**config.mk**
```make
export PLATFORM = sky130hd
export DESIGN_NAME = operacional_param
export DESIGN_NICKNAME = d
export VERILOG_FILES = /design/src/rtl/operacional_param.sv
export SDC_FILE = /design/constraint.sdc
export NUM_CORES = 1
export LEC_CHECK = 0
export ABC_AREA = 0
export CAP_MARGIN = 40
export CORE_MARGIN = 2
export CORE_UTILIZATION = 52
export DETAILED_ROUTE_END_ITERATION = 10
export PLACE_DENSITY = 0.87
export SLEW_MARGIN = 5
export SYNTH_ARGS = -nofsm -noshare
export SYNTH_HDL_FRONTEND = slang
export SYNTH_SLANG_ARGS = --single-unit
```
**constraint.sdc**
```tcl
create_clock -name clk -period 10.25 [get_ports clk]
set_input_delay 2.05 -clock clk [delete_from_list [all_inputs] [get_ports clk]]
set_output_delay 2.05 -clock clk [all_outputs]
set_load 0.005 [all_outputs]
```
**src/rtl/operacional_param.sv**
```systemverilog
// Electronic door-lock controller: keypad PIN entry, slot/master matching,
// escalating lockout after failures, auto-relock and door-ajar alarm.
module operacional_param #(
    parameter int N_PINS   = 4,
    parameter int N_DIGITS = 4,
    parameter int TICK_HZ  = 1000
) (
    input  logic                             clk,
    input  logic                             rst,
    input  logic                             key_valid,
    input  logic [3:0]                       key_code,
    input  logic                             sensor_de_contato,
    input  logic                             botao_interno,
    input  logic [N_PINS*(1+4*N_DIGITS)-1:0] pin_table,
    input  logic [4*N_DIGITS-1:0]            master_pin,
    input  logic [15:0]                      tranca_aut_time,
    input  logic [15:0]                      bip_time,
    input  logic                             bip_status,
    input  logic                             setup_end,
    output logic                             tranca,
    output logic                             bip,
    output logic                             setup_on,
    output logic                             lockout,
    output logic [2:0]                       tentativas,
    output logic [3:0]                       match_idx
);

    localparam int SW = 1 + 4*N_DIGITS;
    localparam int BW = 4*N_DIGITS;
    localparam int PW = $clog2(TICK_HZ);
    localparam int CW = $clog2(N_DIGITS + 1);

    typedef enum logic [2:0] {
        MONTAR_PIN,
        VERIFICAR,
        ESPERA,
        SETUP,
        DESTRAVADA,
        ABERTA
    } state_t;

    state_t          r_state, w_next;
    logic            r_kv_d;
    logic [BW-1:0]   r_buf;
    logic [CW-1:0]   r_nd;
    logic [PW-1:0]   r_pre;
    logic [15:0]     r_cnt;

    logic            w_press, w_digit, w_clear, w_enter;
    logic            w_tick, w_inc;
    logic [15:0]     w_cnt_next, w_cnt_eff, w_wait;
    logic            w_full, w_is_master, w_slot_hit;
    logic [3:0]      w_slot;

    always_comb begin
        w_press    = key_valid & ~r_kv_d;
        w_digit    = w_press && (key_code <= 4'd9);
        w_clear    = w_press && (key_code == 4'hE);
        w_enter    = w_press && (key_code == 4'hF);
        w_tick     = (r_pre == PW'(TICK_HZ - 1));
        w_inc      = w_tick && (r_cnt != '1);
        w_cnt_next = r_cnt + {15'd0, w_inc};
    end

    // Lowest enabled slot wins; an incomplete buffer never matches anything.
    always_comb begin
        w_full      = (r_nd == CW'(N_DIGITS));
        w_is_master = w_full && (r_buf == master_pin);
        w_slot_hit  = 1'b0;
        w_slot      = '0;
        for (int unsigned i = 0; i < N_PINS; i++) begin
            if (!w_slot_hit && w_full && pin_table[i*SW + SW - 1]
                && (pin_table[i*SW +: BW] == r_buf)) begin
                w_slot_hit = 1'b1;
                w_slot     = 4'(i);
            end
        end
    end

    always_comb begin
        case (tentativas)
            3'd3:    w_wait = 16'd10;
            3'd4:    w_wait = 16'd20;
            3'd5:    w_wait = 16'd30;
            default: w_wait = 16'd1;
        endcase
    end

    always_ff @(posedge clk) begin
        if (rst) r_state <= MONTAR_PIN;
        else     r_state <= w_next;
    end

    // Timed exits compare against the count as it will be after this edge,
    // so the visible dwell is exactly the programmed number of seconds.
    always_comb begin
        w_next = r_state;
        case (r_state)
            MONTAR_PIN: begin
                if (botao_interno)  w_next = DESTRAVADA;
                else if (w_enter)   w_next = VERIFICAR;
            end
            VERIFICAR: begin
                if (w_is_master)     w_next = SETUP;
                else if (w_slot_hit) w_next = DESTRAVADA;
                else                 w_next = ESPERA;
            end
            ESPERA: begin
                if (w_cnt_next >= w_wait) w_next = MONTAR_PIN;
            end
            SETUP: begin
                if (setup_end) w_next = MONTAR_PIN;
            end
            DESTRAVADA: begin
                if (!sensor_de_contato) w_next = ABERTA;
                else if (botao_interno || (w_cnt_next >= tranca_aut_time))
                    w_next = MONTAR_PIN;
            end
            ABERTA: begin
                if (sensor_de_contato) w_next = DESTRAVADA;
            end
            default: w_next = MONTAR_PIN;
        endcase
        w_cnt_eff = (w_next != r_state) ? 16'd0 : w_cnt_next;
    end

    always_ff @(posedge clk) begin
        if (rst) begin
            r_kv_d     <= 1'b0;
            r_buf      <= '0;
            r_nd       <= '0;
            r_pre      <= '0;
            r_cnt      <= '0;
            tentativas <= '0;
            match_idx  <= 4'hF;
            tranca     <= 1'b1;
            bip        <= 1'b0;
            setup_on   <= 1'b0;
            lockout    <= 1'b0;
        end else begin
            r_kv_d <= key_valid;

            if (w_next != r_state) begin
                r_pre <= '0;
                r_cnt <= '0;
            end else begin
                r_pre <= w_tick ? '0 : r_pre + PW'(1);
                r_cnt <= w_cnt_next;
            end

            if (r_state == VERIFICAR || (r_state != ESPERA && w_clear)) begin
                r_buf <= '0;
                r_nd  <= '0;
            end else if (r_state != ESPERA && w_digit) begin
                r_buf <= {r_buf[BW-5:0], key_code};
                if (r_nd != CW'(N_DIGITS)) r_nd <= r_nd + CW'(1);
            end

            if (r_state == VERIFICAR) begin
                if (w_is_master) begin
                    tentativas <= '0;
                    match_idx  <= 4'h8;
                end else if (w_slot_hit) begin
                    tentativas <= '0;
                    match_idx  <= w_slot;
                end else begin
                    tentativas <= (tentativas == 3'd5) ? 3'd5 : tentativas + 3'd1;
                    match_idx  <= 4'hF;
                end
            end

            tranca   <= !(w_next == DESTRAVADA || w_next == ABERTA);
            setup_on <= (w_next == SETUP);
            lockout  <= (w_next == ESPERA);
            bip      <= (w_next == ABERTA) && bip_status && (w_cnt_eff >= bip_time);
        end
    end

endmodule

```
### After elaboration in Yosys (flattened, before gate mapping)

Cells that the tools add are included.
Widths: inputs -> output; s select.

* output and inout bits: 11
* register bits after elaboration: 60
* word-level logic and storage cells: 102

* reductions and logical operators: 31
* order comparisons: 4
* bitwise gates (word level): 2
* add/subtract/negate cells: 4
* equality and inequality tests: 25
* multiplexer cells: 24

Operator list (count)
* $eq 16x16->1: 5
* $ge 16x16->1: 3
* $mux 3: 12
* $eq 3x3->1 const B: 7
* $logic_and 1x1->1: 20
* $pmux 3 s6: 1
* $add 16x1->16: 1
* $mux 16: 1
* $mux 4: 4
* $ne 16x16->1 const B: 1
* $eq 3x2->1 const B: 5
* $pmux 5 s3: 1
* $add 10x1->10 const B: 1
* $eq 10x10->1 const B: 1
* $eq 4x4->1 const B: 2
* $add 3x1->3 const B: 2
* $mux 1: 5
* $le 4x4->1 const B: 1
* $logic_not 1->1: 4
* $eq 3x1->1 const B: 1
* $logic_not 3->1: 1
* $logic_or 1x1->1: 3
* $ne 3x2->1 const B: 1
* $ne 3x3->1: 1
* other kinds (6): 6

### Longest topological paths before layout

* depth in word-level cells: 26
* gate-level depth with buffers: 28
* gate-level depth less buffers: 27

### Worst setup path after synthesis

Ideal clock, no wire load.

* path type: flip-flop to flip-flop
* start point: register r_pre[0]
* end point: register bip
* buffers on the path: 1
* setup time: 125 ps
* stages on the path, launching flop included: 27
* data required time: 10125 ps
* data arrival time: 5204 ps
* clock period less this slack: 5328 ps
* setup slack: 4922 ps
* cell sequence: dfxtp_1 > ha_1 > nand4b_1 > nor3_1 > a21boi_0 > ha_1 > ha_1 > nand3_1 > nor4_1 > xnor2_1 > inv_1 > ha_1 > o21ai_0 > o21a_1 > o2111ai_1 > a31oi_1 > o31ai_2 > buf_2 > nor2_1 > ha_1 > a21o_1 > a211oi_1 > nand2_1 > a31oi_1 > a21oi_1 > o31ai_1 > nor4b_1

* longest elaborated chain between the ends: 12
* elaborated cells between the ends (all ways): 16
* those cells by class: 1 x add/sub; 3 x order compare; 3 x eq/ne; 5 x mux; 4 x reduce/logical

Ends and longest elaborated chain
* from (decl): line 46 `logic [PW-1:0] r_pre;`
* from (signal assigned): line 147 `r_pre <= w_tick ? '0 : r_pre + PW'(1);`
* $eq 10x10->1 (*): line 60 `w_tick = (r_pre == PW'(TICK_HZ - 1));`
* $logic_and 1x1->1 (*): line 61 `w_inc = w_tick && (r_cnt != '1);`
* $add 16x1->16 (*): line 62 `w_cnt_next = r_cnt + {15'd0, w_inc};`
* $ge 16x16->1: line 116 `else if (botao_interno || (w_cnt_next >= tranca_aut_time))`
* $logic_or 1x1->1: line 116
* $mux 3: line 116
* $mux 3: line 115 `if (!sensor_de_contato) w_next = ABERTA;`
* $pmux 3 s6: line 98 `case (r_state)`
* $ne 3x3->1: line 124 `w_cnt_eff = (w_next != r_state) ? 16'd0 : w_cnt_next;`
* $mux 16 (*)
* via w_cnt_eff[10]: line 51 `logic [15:0] w_cnt_next, w_cnt_eff, w_wait;`
* $ge 16x16->1 (*): line 175 `bip <= (w_next == ABERTA) && bip_status && (w_cnt_eff >= bip_time);`
* $logic_and 1x1->1 (*): line 175
* to (signal assigned): line 175
* to (decl): line 21 `output logic bip,`

The timed path passes the listed nets; every way through them passes the cells marked *.
A chain may end at the register's enable or synchronous reset.

### Final worst setup path

Ends and elaborated chain as after synthesis.

==> flow_summary_export.csv <==
group,metric,value,unit
outcome,status,"finished, final reports clean",
pwr,comb_power_share,23.7,%
global_routing,grtUsageMet2,51.56,%
die,dieArea,9819,um^2
pwr,switchingPower,0.1644,mW
global_routing,grt_pass1_wl,23.03,mm
yosys,synth-seq-cells,60,
die,coreArea,8763,um^2
die,die_h,99.09,um
pwr,p_clk_share,32.5,%
run,drv_cap,0,
die,num_rows,34,
worst_setup_path,cp_top_family,"compound AO/OA/AOI/OAI gates",
worst_setup_path,crit_path_frequent_cell,"ha_1",
worst_setup_path,cp-end-kind,"flip-flop",
sta,post-route-min-period,5.953,ns
routing,routed_wirelength,14.52,mm
sta,fmax,168.0,MHz
routing,vias_per_cell,5.802,
global_routing,grt_pass1_vias,4977,
cells_and_area,diodes,0,
cells_and_area,syn2layout_area_growth,33.85,%
yosys,synthCells,604,
worst_setup_path,crit_buf_inv,2,
worst_setup_path,cp.arrival,6.18,ns
yosys,ys_seq_area_share,25.55,%
global_routing,top_usage_layer,"met2",
yosys,synth_nets,774,
cells_and_area,drive_above_1_share,3.946,%
pwr,seqPwrFrac,43.8,%
sta,worst-slew-pin-transition,0.5689,ns
worst_setup_path,worstPathRequired,10.48,ns
die,io_pins,138,
yosys,synth_area_leaders,"dfxtp_1, ha_1, xnor2_1",
global_routing,grt.met3_usage,5.411,%
worst_setup_path,crit_path_max_fanout,14,
place,hpwlAfterDp,11.69,mm
clocking,numCtsBuffers,9,
pwr,power_density,89.70,nW/um^2
place,place_congestion,0.9215,
worst_setup_path,ff2ff_path_depth,26,
global_routing,antenna_found_initial,0,
cells_and_area,multiInputGateArea,3149,um^2
worst_setup_path,path_class,"flip-flop to flip-flop",
sta,relSlewSlack,61.54,%
place,portBuffers,137,
yosys,yosys_warnings,0,
yosys,syn_area_per_cell,7.785,um^2
clocking,post_cts_buffers,0,
global_routing,grt.met1_usage,34.62,%
clocking,clock_path_buffers,2,
sta,final-setup-viol-count,0,
yosys,yosys.area.top_type,"dfxtp_1",
sta,finalHoldViolCount,0,
clocking,clk_pin_slew_worst_paths,0.08,ns
global_routing,grt-ovfl-total,0,
routing,drc,0,
yosys,netlist.area_leader.share,25.55,%
pwr,swShare,29.13,%
sta,slew_viol_final,0,
worst_setup_path,critPathSlowestCell,"nor4_1",
pwr,p_leak,2.636,nW
sta,min_period_over_period,58.08,%
sta,fin_tns_setup,0,ns
pwr,total_power,0.5645,mW
clocking,clkLatencyLatePin,0.34,ns
clocking,post_cts_resized,0,
pwr,peakVddDrop,0.07475,mV
clocking,cts_root_buffer,"clkbuf_8",
clocking,clock_sinks,60,
cells_and_area,seqCellArea,1201,um^2
die,start_util,53.66,%
worst_setup_path,slowest_delay,0.45,ns
sta,finClkSkew,0.01189,ns
global_routing,grt_use_total,29.10,%
cells_and_area,final_cell_mix,"clkdlybuf4s50_1, inv_1, nor2_1",
worst_setup_path,cp.depth,26,
yosys,syn_area,4702,um^2
cells_and_area,final_common_cell,"clkdlybuf4s50_1",
clocking,htreeDepth,3,
routing,wl_per_cell,17.23,um
cells_and_area,final_nets,901,
cells_and_area,fill_cells,647,
min_path,hold_depth,1,
die,die_w,99.09,um
clocking,holdBufCountCts,0,
min_path,worstHoldPathType,"flip-flop to flip-flop",
routing,drtIter0Drc,364,
worst_setup_path,cp-start-kind,"flip-flop",
clocking,cts_tree,"done",
pwr,p_int,0.4001,mW
routing,ant_nets,0,
routing,detailroute.via_count,4891,
global_routing,grt_max_degree,27,
sta,rsz0062_at_grt,"no",
routing,firstDrtPassIters,5,
yosys,ys_types,50,
flip-flops by register name, summed over array words and instances, names as in the netlist:
register    cells
match_idx       4
tranca          1
setup_on        1
r_state         3
tentativas      3
lockout         1
bip             1
r_pre          10
r_buf          16
r_nd            3
r_kv_d          1
r_cnt          16
cell usage after synthesis (all sizes together):
master	number
a21oi	31
nand2	45
o21ai	20
o311ai	1
o22ai	1
nand4	20
nand2b	6
ha	43
or2	2
or3	1
xor2	49
nor2	61
o2111ai	3
clkbuf	8
nor4bb	1
o21bai	2
inv	63
buf	18
and2	2
mux2i	3
and3	4
nor3b	1
a211oi	6
o211ai	1
o21a	7
nor3	22
a22o	1
a21boi	1
and4bb	1
a22oi	1
and4	1
dfxtp	60
a21o	4
nor4	21
o31ai	4
nor2b	2
a31oi	5
nand3	17
nand4b	1
nand3b	1
or4	1
xnor2	57
nor4b	4
a41oi	1
layout make-up:
cell class	count	area share [%]
inverters	63	3.757
well taps	108	2.147
flip-flops and latches	60	19.09
multi-input cells	455	50.04
clock buffers	9	1.968
clock inverters	6	0.6561
repair buffers	142	22.35
layer usage:
metal  share of wire, %  vias up  wire length [um]
met4                3.7        0               531
met3                6.9       53              1006
met1                 39     2302              5664
li1                   -     2306                 -
met2                 50      230              7319
met5                  0        -                 0
through the flow:
stage	hold slack (ns)	instance area, um^2	setup WS (ns)	instances	utilization, %
2_1_floorplan	0.4422	4702	4.922	604	-
3_5_place_dp	0.4610	6128	4.500	828	69.93
4_1_cts	0.4762	6294	4.470	843	71.82
6_report	0.4746	6294	4.297	843	71.82
3_3_place_gp	0.4526	6116	4.491	826	69.79
5_1_grt	0.4828	6294	3.774	843	71.82
cell families (layout without fill, tap and decap cells):
| family | after synthesis | after routing | share of synthesized area (%) |
|---|---|---|---|
| AO/OA/AOI/OAI | 89 | 89 | 11.97 |
| XOR/XNOR | 106 | 106 | 19.74 |
| adder cells (fa/ha/maj) | 43 | 43 | 11.44 |
| buffers and inverters | 89 | 220 | 7.584 |
| flip-flops | 60 | 60 | 25.55 |
| multiplexers | 3 | 3 | 0.6387 |
| AND/OR/NAND/NOR | 214 | 214 | 23.07 |
worst paths after layout:
| kind | start | endpoint | slack (ns) |
|---|---|---|---|
| worst max-delay path | r_pre[0]$_SDFF_PP0_ | bip$_SDFF_PP0_ | 4.30 |
| worst min-delay path | r_pre[0]$_SDFF_PP0_ | r_pre[0]$_SDFF_PP0_ | 0.47 |
| worst max register to register | r_pre[0]$_SDFF_PP0_ | bip$_SDFF_PP0_ | 4.30 |
| worst min register to register | r_pre[0]$_SDFF_PP0_ | r_pre[0]$_SDFF_PP0_ | 0.47 |
power groups by stage:
stage	clock network (mW)	registers [mW]	logic (mW)
floorplan	0	0.247	0.0625
global placement	0	0.251	0.125
detailed placement	0	0.252	0.131
CTS	0.184	0.247	0.132
global route	0.196	0.248	0.144
finish	0.184	0.247	0.134
Power figures use the tool's default switching activity.
